File: src/rtl/qeciphy_rx_boundary_sched.sv
// Receive-side frame scheduler: finds and verifies the FAW position, tracks frame lock,
// and sequences the monitor with FAW/CRC boundary strobes over a 64-word frame.
module qeciphy_rx_boundary_sched #(
    parameter int unsigned LOCK_COUNT   = 3,
    parameter int unsigned UNLOCK_COUNT = 4
) (
    input  logic       clk_i,
    input  logic       rst_i,
    input  logic       tvalid_i,
    input  logic       locked_i,
    input  logic       faw_detect_i,
    output logic       enable_o,
    output logic       faw_boundary_o,
    output logic       crc_boundary_o,
    output logic       frame_locked_o,
    output logic       faw_miss_o,
    output logic [7:0] lock_loss_cnt_o
);

    typedef enum logic [1:0] {
        SEARCH = 2'd0,
        VERIFY = 2'd1,
        LOCKED = 2'd2
    } state_t;

    localparam logic [3:0] LOCK_TARGET   = 4'(LOCK_COUNT);
    localparam logic [3:0] UNLOCK_TARGET = 4'(UNLOCK_COUNT);

    state_t     state;
    logic [5:0] pos;
    logic [3:0] hits;
    logic [3:0] misses;

    logic word_live;
    logic at_faw;
    logic at_crc;
    logic lock_done;
    logic faw_miss;
    logic last_miss;

    // CRC words close each of the nine 7-word groups that follow the FAW word.
    function automatic logic is_crc_pos(input logic [5:0] p);
        case (p)
            6'd7, 6'd14, 6'd21, 6'd28, 6'd35,
            6'd42, 6'd49, 6'd56, 6'd63: return 1'b1;
            default:                    return 1'b0;
        endcase
    endfunction

    function automatic logic [7:0] sat_inc(input logic [7:0] v);
        return (v == 8'hFF) ? v : v + 8'd1;
    endfunction

    always_comb begin
        word_live = tvalid_i & locked_i & ~rst_i;
        at_faw    = word_live & (pos == 6'd0);
        at_crc    = word_live & is_crc_pos(pos);
        lock_done = (state == VERIFY) & at_faw & faw_detect_i & ((hits + 4'd1) == LOCK_TARGET);
        faw_miss  = (state == LOCKED) & at_faw & ~faw_detect_i;
        last_miss = faw_miss & ((misses + 4'd1) == UNLOCK_TARGET);
    end

    // The lock-completing word already carries enable and the FAW boundary.
    assign enable_o       = ~rst_i & locked_i & ((state == LOCKED) | lock_done);
    assign faw_boundary_o = ((state == LOCKED) & at_faw) | lock_done;
    assign crc_boundary_o = (state == LOCKED) & at_crc;
    assign faw_miss_o     = faw_miss;

    always_ff @(posedge clk_i) begin
        if (rst_i) begin
            // NOTE: every state register is cleared here; there is no storage array to exempt.
            state           <= SEARCH;
            pos             <= 6'd0;
            hits            <= 4'd0;
            misses          <= 4'd0;
            frame_locked_o  <= 1'b0;
            lock_loss_cnt_o <= 8'd0;
        end else begin
            // NOTE: non-blocking updates, so a later assignment to pos below overrides this advance.
            if (tvalid_i) begin
                pos <= pos + 6'd1;
            end

            if (!locked_i) begin
                if (state == LOCKED) begin
                    lock_loss_cnt_o <= sat_inc(lock_loss_cnt_o);
                end
                state          <= SEARCH;
                hits           <= 4'd0;
                misses         <= 4'd0;
                frame_locked_o <= 1'b0;
            end else if (tvalid_i) begin
                case (state)
                    SEARCH: begin
                        if (faw_detect_i) begin
                            pos   <= 6'd1;
                            hits  <= 4'd1;
                            state <= VERIFY;
                        end
                    end
                    VERIFY: begin
                        if (at_faw) begin
                            if (!faw_detect_i) begin
                                state <= SEARCH;
                                hits  <= 4'd0;
                            end else if (lock_done) begin
                                state          <= LOCKED;
                                hits           <= hits + 4'd1;
                                misses         <= 4'd0;
                                frame_locked_o <= 1'b1;
                            end else begin
                                hits <= hits + 4'd1;
                            end
                        end
                    end
                    LOCKED: begin
                        if (last_miss) begin
                            state           <= SEARCH;
                            hits            <= 4'd0;
                            misses          <= 4'd0;
                            frame_locked_o  <= 1'b0;
                            lock_loss_cnt_o <= sat_inc(lock_loss_cnt_o);
                        end else if (faw_miss) begin
                            misses <= misses + 4'd1;
                        end else if (at_faw) begin
                            misses <= 4'd0;
                        end
                    end
                    default: begin
                        state          <= SEARCH;
                        frame_locked_o <= 1'b0;
                    end
                endcase
            end
        end
    end

endmodule

File: config.mk
export PLATFORM = sky130hd
export DESIGN_NAME = qeciphy_rx_boundary_sched
export DESIGN_NICKNAME = d
export VERILOG_FILES = /design/src/rtl/qeciphy_rx_boundary_sched.sv
export SDC_FILE = /design/constraint.sdc
export NUM_CORES = 1
export LEC_CHECK = 0
export CAP_MARGIN = 10
export CORE_MARGIN = 2
export CORE_UTILIZATION = 45
export CTS_CLUSTER_DIAMETER = 150
export DETAILED_ROUTE_END_ITERATION = 8
export DONT_BUFFER_PORTS = 1
export GPL_TIMING_DRIVEN = 0
export SETUP_SLACK_MARGIN = 0.02
export SLEW_MARGIN = 40
export SYNTH_ARGS = -nofsm -noshare
export SYNTH_HDL_FRONTEND = slang
export SYNTH_SLANG_ARGS = --single-unit
File: constraint.sdc
create_clock -name clk_i -period 1.9 [get_ports clk_i]
set_input_delay 0.475 -clock clk_i [delete_from_list [all_inputs] [get_ports clk_i]]
set_output_delay 0.475 -clock clk_i [all_outputs]
set_load 0.03 [all_outputs]
==> metrics <==
CP startpoint=pos[1]; Comb pwr share=17.1%; Syn Area/Cell=8.62 um^2; Hold Path Class=in2reg; Synth Warn #=0; post-DR vias/cell=5.90; Setup Viol. Count Final=9; area share of the largest cell type after synthesis=31.5%; EDFF count, synth=0; fin crit period=2340 ps; die height=63.4 um; total CTS buffers=3; final net count=220; M1 GR Usage=22.7%; RSZ-0062 raised after global routing=yes; XOR/XNOR share of the synthesized area=6.62%; P&R area growth vs syn=38.6%; Remaining DRCs=0; Mapped Area=0.00159 mm^2; met2 Resource Use GR=35.7%; synthesized flop and latch total=25; GR peak layer=met2; vias in the first global route=1441; slowest cell on the critical path=mux4_2; synth unique cells=51; clock latency at the later pin of the worst-skew pair=330 ps; final cycle utilization of the critical path=123%; cell taking the most area after synthesis=dfxtp_1; Clock Sinks=25; CP Class=reg2out; Internal=0.683 mW; GR Overflow Total=0; top cells by area, synth=dfxtp_1 (32%), ha_1 (8.7%), nand2_1 (5.2%), nor2_1 (4.3%), xnor2_1 (3.9%); worst endpoint required time=1420 ps; violated checks=negative setup slack; DR iter-0 viols=71; CP max FO=5; ant diodes=0; Critical Path Start Type=flip-flop; outcome=finished, violations left; share of cells above drive strength 1=41.9%; Gate Count Post-Synth=184; H-tree depth=1; Switching Share=28.9%; worst relative slew slack=45.7%; Max Cap Viol=0; first-pass GRT wire length=6470 um; CTS root buf=clkbuf_4; Post-Place Worst Slack=-324 ps; Tot Pwr=0.960 mW; Die Wd=63.4 um; placeable core region=0.00336 mm^2; starting density of the core=47.2%; Total GRT Usage=19.7%; ys async rst share=0%; sw power=0.277 mW; multiplexer area fraction after synthesis=3.55%; Longest Clk Path Bufs=2; Final Cell Area=0.00220 mm^2; number of detailed-route iterations in the first pass=4; Synth Area in Compound Gates=15.9%; Crit path largest cell delay=480 ps; clock-pin slew on the worst setup and hold paths=150 ps; via count=1470; Post-Synth Adder-Cell Area=8.68%; antenna violations before repair=0; Hold Vio Cnt, Final=0; I/O Pins=18; main combinational cell family by area after synthesis=simple AND/OR/NAND/NOR gates; simple-gate area share of the yosys netlist=29.3%; Seq/Total Area, Yosys=31.5%; number of hold buffers added after cts=0; Post-DP HPWL=2510 um; CP Data Arrival Time=1870 ps; share of power burned in registers=56.0%; worst setup margin=-441 ps; clk_skew=8.46 ps; sequence of cells on the critical path=inv_2 > ha_1 > mux4_2 > inv_2 > o22ai_2 > a21oi_2 > nor3_4; Antenna Nets Post-Route=0; DR WL/cell=15.6 um; largest net degree at the start of global routing=16; placed cell area=0.00169 mm^2; fmax=0.427 GHz; pwr/cell area=437 mW/mm^2; total routed wirelength=3900 um; GRT met3 Usage=4.64%; top_reg_cell synth=dfxtp_1; worst min-delay path startpoint=locked_i; top-count cell post-synth=dfxtp_1; critical path's most frequent cell=inv_2; I/O Buffers=0; Crit. End Element=primary output; Pleak=0.758 nW; post-synth net total=200; Max Slew Vio Count=0; num rows=21; DIE AREA=0.00402 mm^2; Max IR drop VDD=0.000236 V; TritonCTS clock tree=built; most frequent cells after synthesis=dfxtp_1 (25), nand2_1 (22), nor2_1 (18), inv_1 (12), ha_1 (11); clock network power share=26.9%; slew at the pin with the worst max-slew slack=812 ps; GPL Wtd Cong=0.812; final core utilization=65.4%
## cell families after synthesis
family	count (synthesis)
multiplexers	4
AND/OR/NAND/NOR	81
buffers and inverters	17
adder cells (fa/ha/maj)	11
flip-flops	25
XOR/XNOR	12
AO/OA/AOI/OAI	34
## what timing repair did
item	in CTS	in global routing
endpoints found under the setup margin	23	23
pin swaps	7	25
gates resized for setup	33	41
setup buffers	5	11
gates cloned	0	0
## per-stage QoR
step | TNS, ps | cells | hold slack, ps
floorplan | -23.6 | 184 | 448
global placement | -2470 | 230 | 464
detailed placement | -3570 | 230 | 475
CTS | -1710 | 239 | 353
global route | -3310 | 249 | 370
finish | -1830 | 249 | 366
## cell usage in the layout, fill, tap and decap left out, types with 3 or more instances in the layout
| master | count |
|---|---|
| buf_4 | 9 |
| buf_6 | 6 |
| clkbuf_4 | 3 |
| dfxtp_1 | 16 |
| dfxtp_2 | 6 |
| dfxtp_4 | 3 |
| ha_1 | 5 |
| ha_4 | 4 |
| inv_1 | 8 |
| inv_2 | 3 |
| mux2i_1 | 3 |
| nand2_1 | 17 |
| nand2_2 | 3 |
| nand3_1 | 6 |
| nand4_1 | 3 |
| nor2_1 | 16 |
| nor3_1 | 3 |
| nor3_4 | 5 |
| o21ai_1 | 4 |
| xnor2_1 | 7 |
| xor2_1 | 3 |
## critical path, delay by kind of cell (launching register included)
kind                       cells  cell delay, ps
muxes                          1             480
DFF                            1             410
AOI/OAI and AO/OA              2             250
adders and majority gates      1             180
buffers and inverters          2             130
and+or+nand+nor                1              90
## worst paths after layout
| path | to | slack (ps) | depth (start not counted) |
|---|---|---|---|
| setup / recovery | crc_boundary_o | -440 | 7 |
| hold / removal | flip-flop | 370 | 2 |
| setup reg to reg | misses[0] | -160 | 8 |
| hold reg to reg | misses[0] | 480 | 2 |
## area by class of cell
cell class                 instances  area [um^2]
fill                             298         1160
buffer                             4         20.0
sequential                        25          519
timing repair buffer              16          168
inverter                          12         47.5
clock inverter                     1         7.51
multi-input combinational        142         1360
clock buffer                       3         22.5
tap                               46         57.6
## state kept, by name (all words and copies together) (netlist names), named ones only
signal / flops
state: 2
frame_locked_o: 1
pos: 5
misses: 4
hits: 4
lock_loss_cnt_o: 8
## metal layers
layer | vias up | wire length (um) | part of all wire, %
met1 | 734 | 1650 | 42
li1 | 706 | - | -
met2 | 28 | 2080 | 53
met3 | 2 | 152 | 3.9
met4 | 0 | 20 | 0.51
met5 | - | 0 | 0
## power groups by stage
stage	sequential, mW	combinational [mW]	clock (mW)
after floorplan	0.547	0.0782	0
after global placement	0.548	0.0945	0
after detailed placement	0.549	0.0974	0
after CTS	0.538	0.131	0.267
after global routing	0.539	0.177	0.287
final	0.537	0.164	0.258
Note: power is estimated with default switching activity, not from simulation.
==> variant: new RTL, config.mk and constraints unchanged <==
Register the outputs `enable_o`, `faw_boundary_o`, `crc_boundary_o` and `faw_miss_o`, cleared by the reset; this adds one clock of latency there. The other outputs are not delayed to match.
--- a/src/rtl/qeciphy_rx_boundary_sched.sv
+++ b/src/rtl/qeciphy_rx_boundary_sched.sv
@@ -62,8 +62,17 @@
 
     // The lock-completing word already carries enable and the FAW boundary.
-    assign enable_o       = ~rst_i & locked_i & ((state == LOCKED) | lock_done);
-    assign faw_boundary_o = ((state == LOCKED) & at_faw) | lock_done;
-    assign crc_boundary_o = (state == LOCKED) & at_crc;
-    assign faw_miss_o     = faw_miss;
+    always_ff @(posedge clk_i) begin
+        if (rst_i) begin
+            enable_o       <= '0;
+            faw_boundary_o <= '0;
+            crc_boundary_o <= '0;
+            faw_miss_o     <= '0;
+        end else begin
+            enable_o       <= ~rst_i & locked_i & ((state == LOCKED) | lock_done);
+            faw_boundary_o <= ((state == LOCKED) & at_faw) | lock_done;
+            crc_boundary_o <= (state == LOCKED) & at_crc;
+            faw_miss_o     <= faw_miss;
+        end
+    end
 
     always_ff @(posedge clk_i) begin
Behaviour: same outputs for any inputs over 10 cycles, from zero or initial values and one cycle with rst_i high; that may be too few to reach the edited logic, so the function may still have changed.
==> variant against the unedited design <==
  * The flow still finishes with violations (setup timing)
  * Synthesized area grew 8.0%
  * Global-route usage fell by 0.57 points
  * Synthesized cell count increased by 4.9%
  * Setup slack improved by 0.43 ns
  * Sequential cell count rose by 4
  * Fmax grew 23%
  * Via count fell by 0.41%
  * Power is 33% higher
  * Routed wire length up 0.87%
  * Final area decreased by 3.3%
  * First-iteration DRC count fell by 32%
  * Highest routed layer unchanged
  * Non-clock buffer count decreased by 8
  * Critical path type is now flop to flop
==> variant: results <==
group,metric,value,unit
placement,post-place-ws,-0.198,ns
status,violations,"setup timing",
timing,setup_violations,1,
critical_path,critPathKind,"flop to flop",
synthesis,synth_area_leaders,"dfxtp_1 (34%), ha_1 (8.0%), nor2_1 (5.0%), xnor2_1 (3.6%), nand2_1 (3.5%)",
clocking,cts_buffers,5,
final_layout,seq_area,601,um2
clocking,cts_setup_buffers,4,
grt,grt_usage,0.192,
route,wirelength,3930,um
critical_path,critPathMaxStageDelay,0.39,ns
pwr,p_leak,0.719,nW
grt,use_met3,0.0599,
timing,fin_ws,-0.00833,ns
critical_path,crit_slowest_cell,"or3b_4",
critical_path,reg2regPathDepth,6,
grt,grt_max_degree,11,
placement,place_inst,241,
status,status,"finished, violations left",
timing,tightestPinTransition,0.564,ns
final_layout,nets,225,
final_layout,drive_gt1_frac,0.290,
critical_path,worst-path-max-fanout,4,
route,via_per_inst,5.67,
clocking,cts.repair.resized,23,
clocking,clkSlewWorstSetupHoldPaths,0.06,ns
route,vias,1464,
grt,grt_pass1_vias,1402,
timing,timing.setup.tns,-0.00833,ns
placement,place_hpwl,2720,um
placement,place_area,1780,um2
placement,place_congestion,0.869,
final_layout,nFillCells,319,
clocking,htree_levels,2,
synthesis,synth-seq-area-share,0.339,
synthesis,syn_nets,209,
synthesis,avgSynthCellArea,8.88,um2
critical_path,r2r_end,"hits[0]$_SDFFE_PN0P_",
route,wl_met2,1940,um
grt,antenna_found_initial,0,
grt,grt_first_pass_wirelength,6410,um
[variant: changes by cell type in the layout (fill, tap and decap cells not counted), moves of 4 or more]
cell | unedited run | this run
nor3_4 | 5 | 0
a21oi_1 | 2 | 7
clkbuf_8 | 0 | 7
dfxtp_1 | 16 | 21
o21ai_0 | 2 | 6
nor2_1 | 16 | 21
and2_1 | 0 | 4
nor2b_1 | 1 | 5
buf_6 | 6 | 0
[variant: layout make-up]
| class | count | area share |
|---|---|---|
| repair buffers | 9 | 0.0318 |
| clock inverters | 1 | 0.00235 |
| flip-flops and latches | 29 | 0.283 |
| multi-input cells | 153 | 0.590 |
| clock buffers | 7 | 0.0453 |
| inverters | 8 | 0.0141 |
| well taps | 48 | 0.0283 |
| plain buffers | 3 | 0.00589 |
[variant: critical path: cells and delay by family, from the launching register on]
family	cells	cell delay (ns)
and+or+nand+nor	2	0.42
adders and majority gates	1	0.14
DFF	1	0.36
AOI/OAI and AO/OA	3	0.86
[variant: stage by stage]
step / hold slack, ns / total power [W]
finish: 0.435 / 0.00128
global route: 0.437 / 0.00134
CTS: 0.429 / 0.00129
detailed placement: 0.488 / 0.000716
global placement: 0.465 / 0.000712
floorplan: 0.452 / 0.000696
[variant: kinds of logic after synthesis]
family / count (synthesis) / share of synthesized area
XOR/XNOR: 10 / 0.0511
multiplexers: 3 / 0.0248
AO/OA/AOI/OAI: 40 / 0.185
flip-flops: 29 / 0.339
adder cells (fa/ha/maj): 11 / 0.0803
AND/OR/NAND/NOR: 89 / 0.296
buffers and inverters: 11 / 0.0241
[variant: where the power goes]
part	switching [W]	total (W)	leakage, nW	internal [W]
clock network	0.000231	0.000557	0.0542	0.000327
registers	0.00000639	0.000615	0.239	0.000609
logic	0.0000633	0.000105	0.426	0.0000418
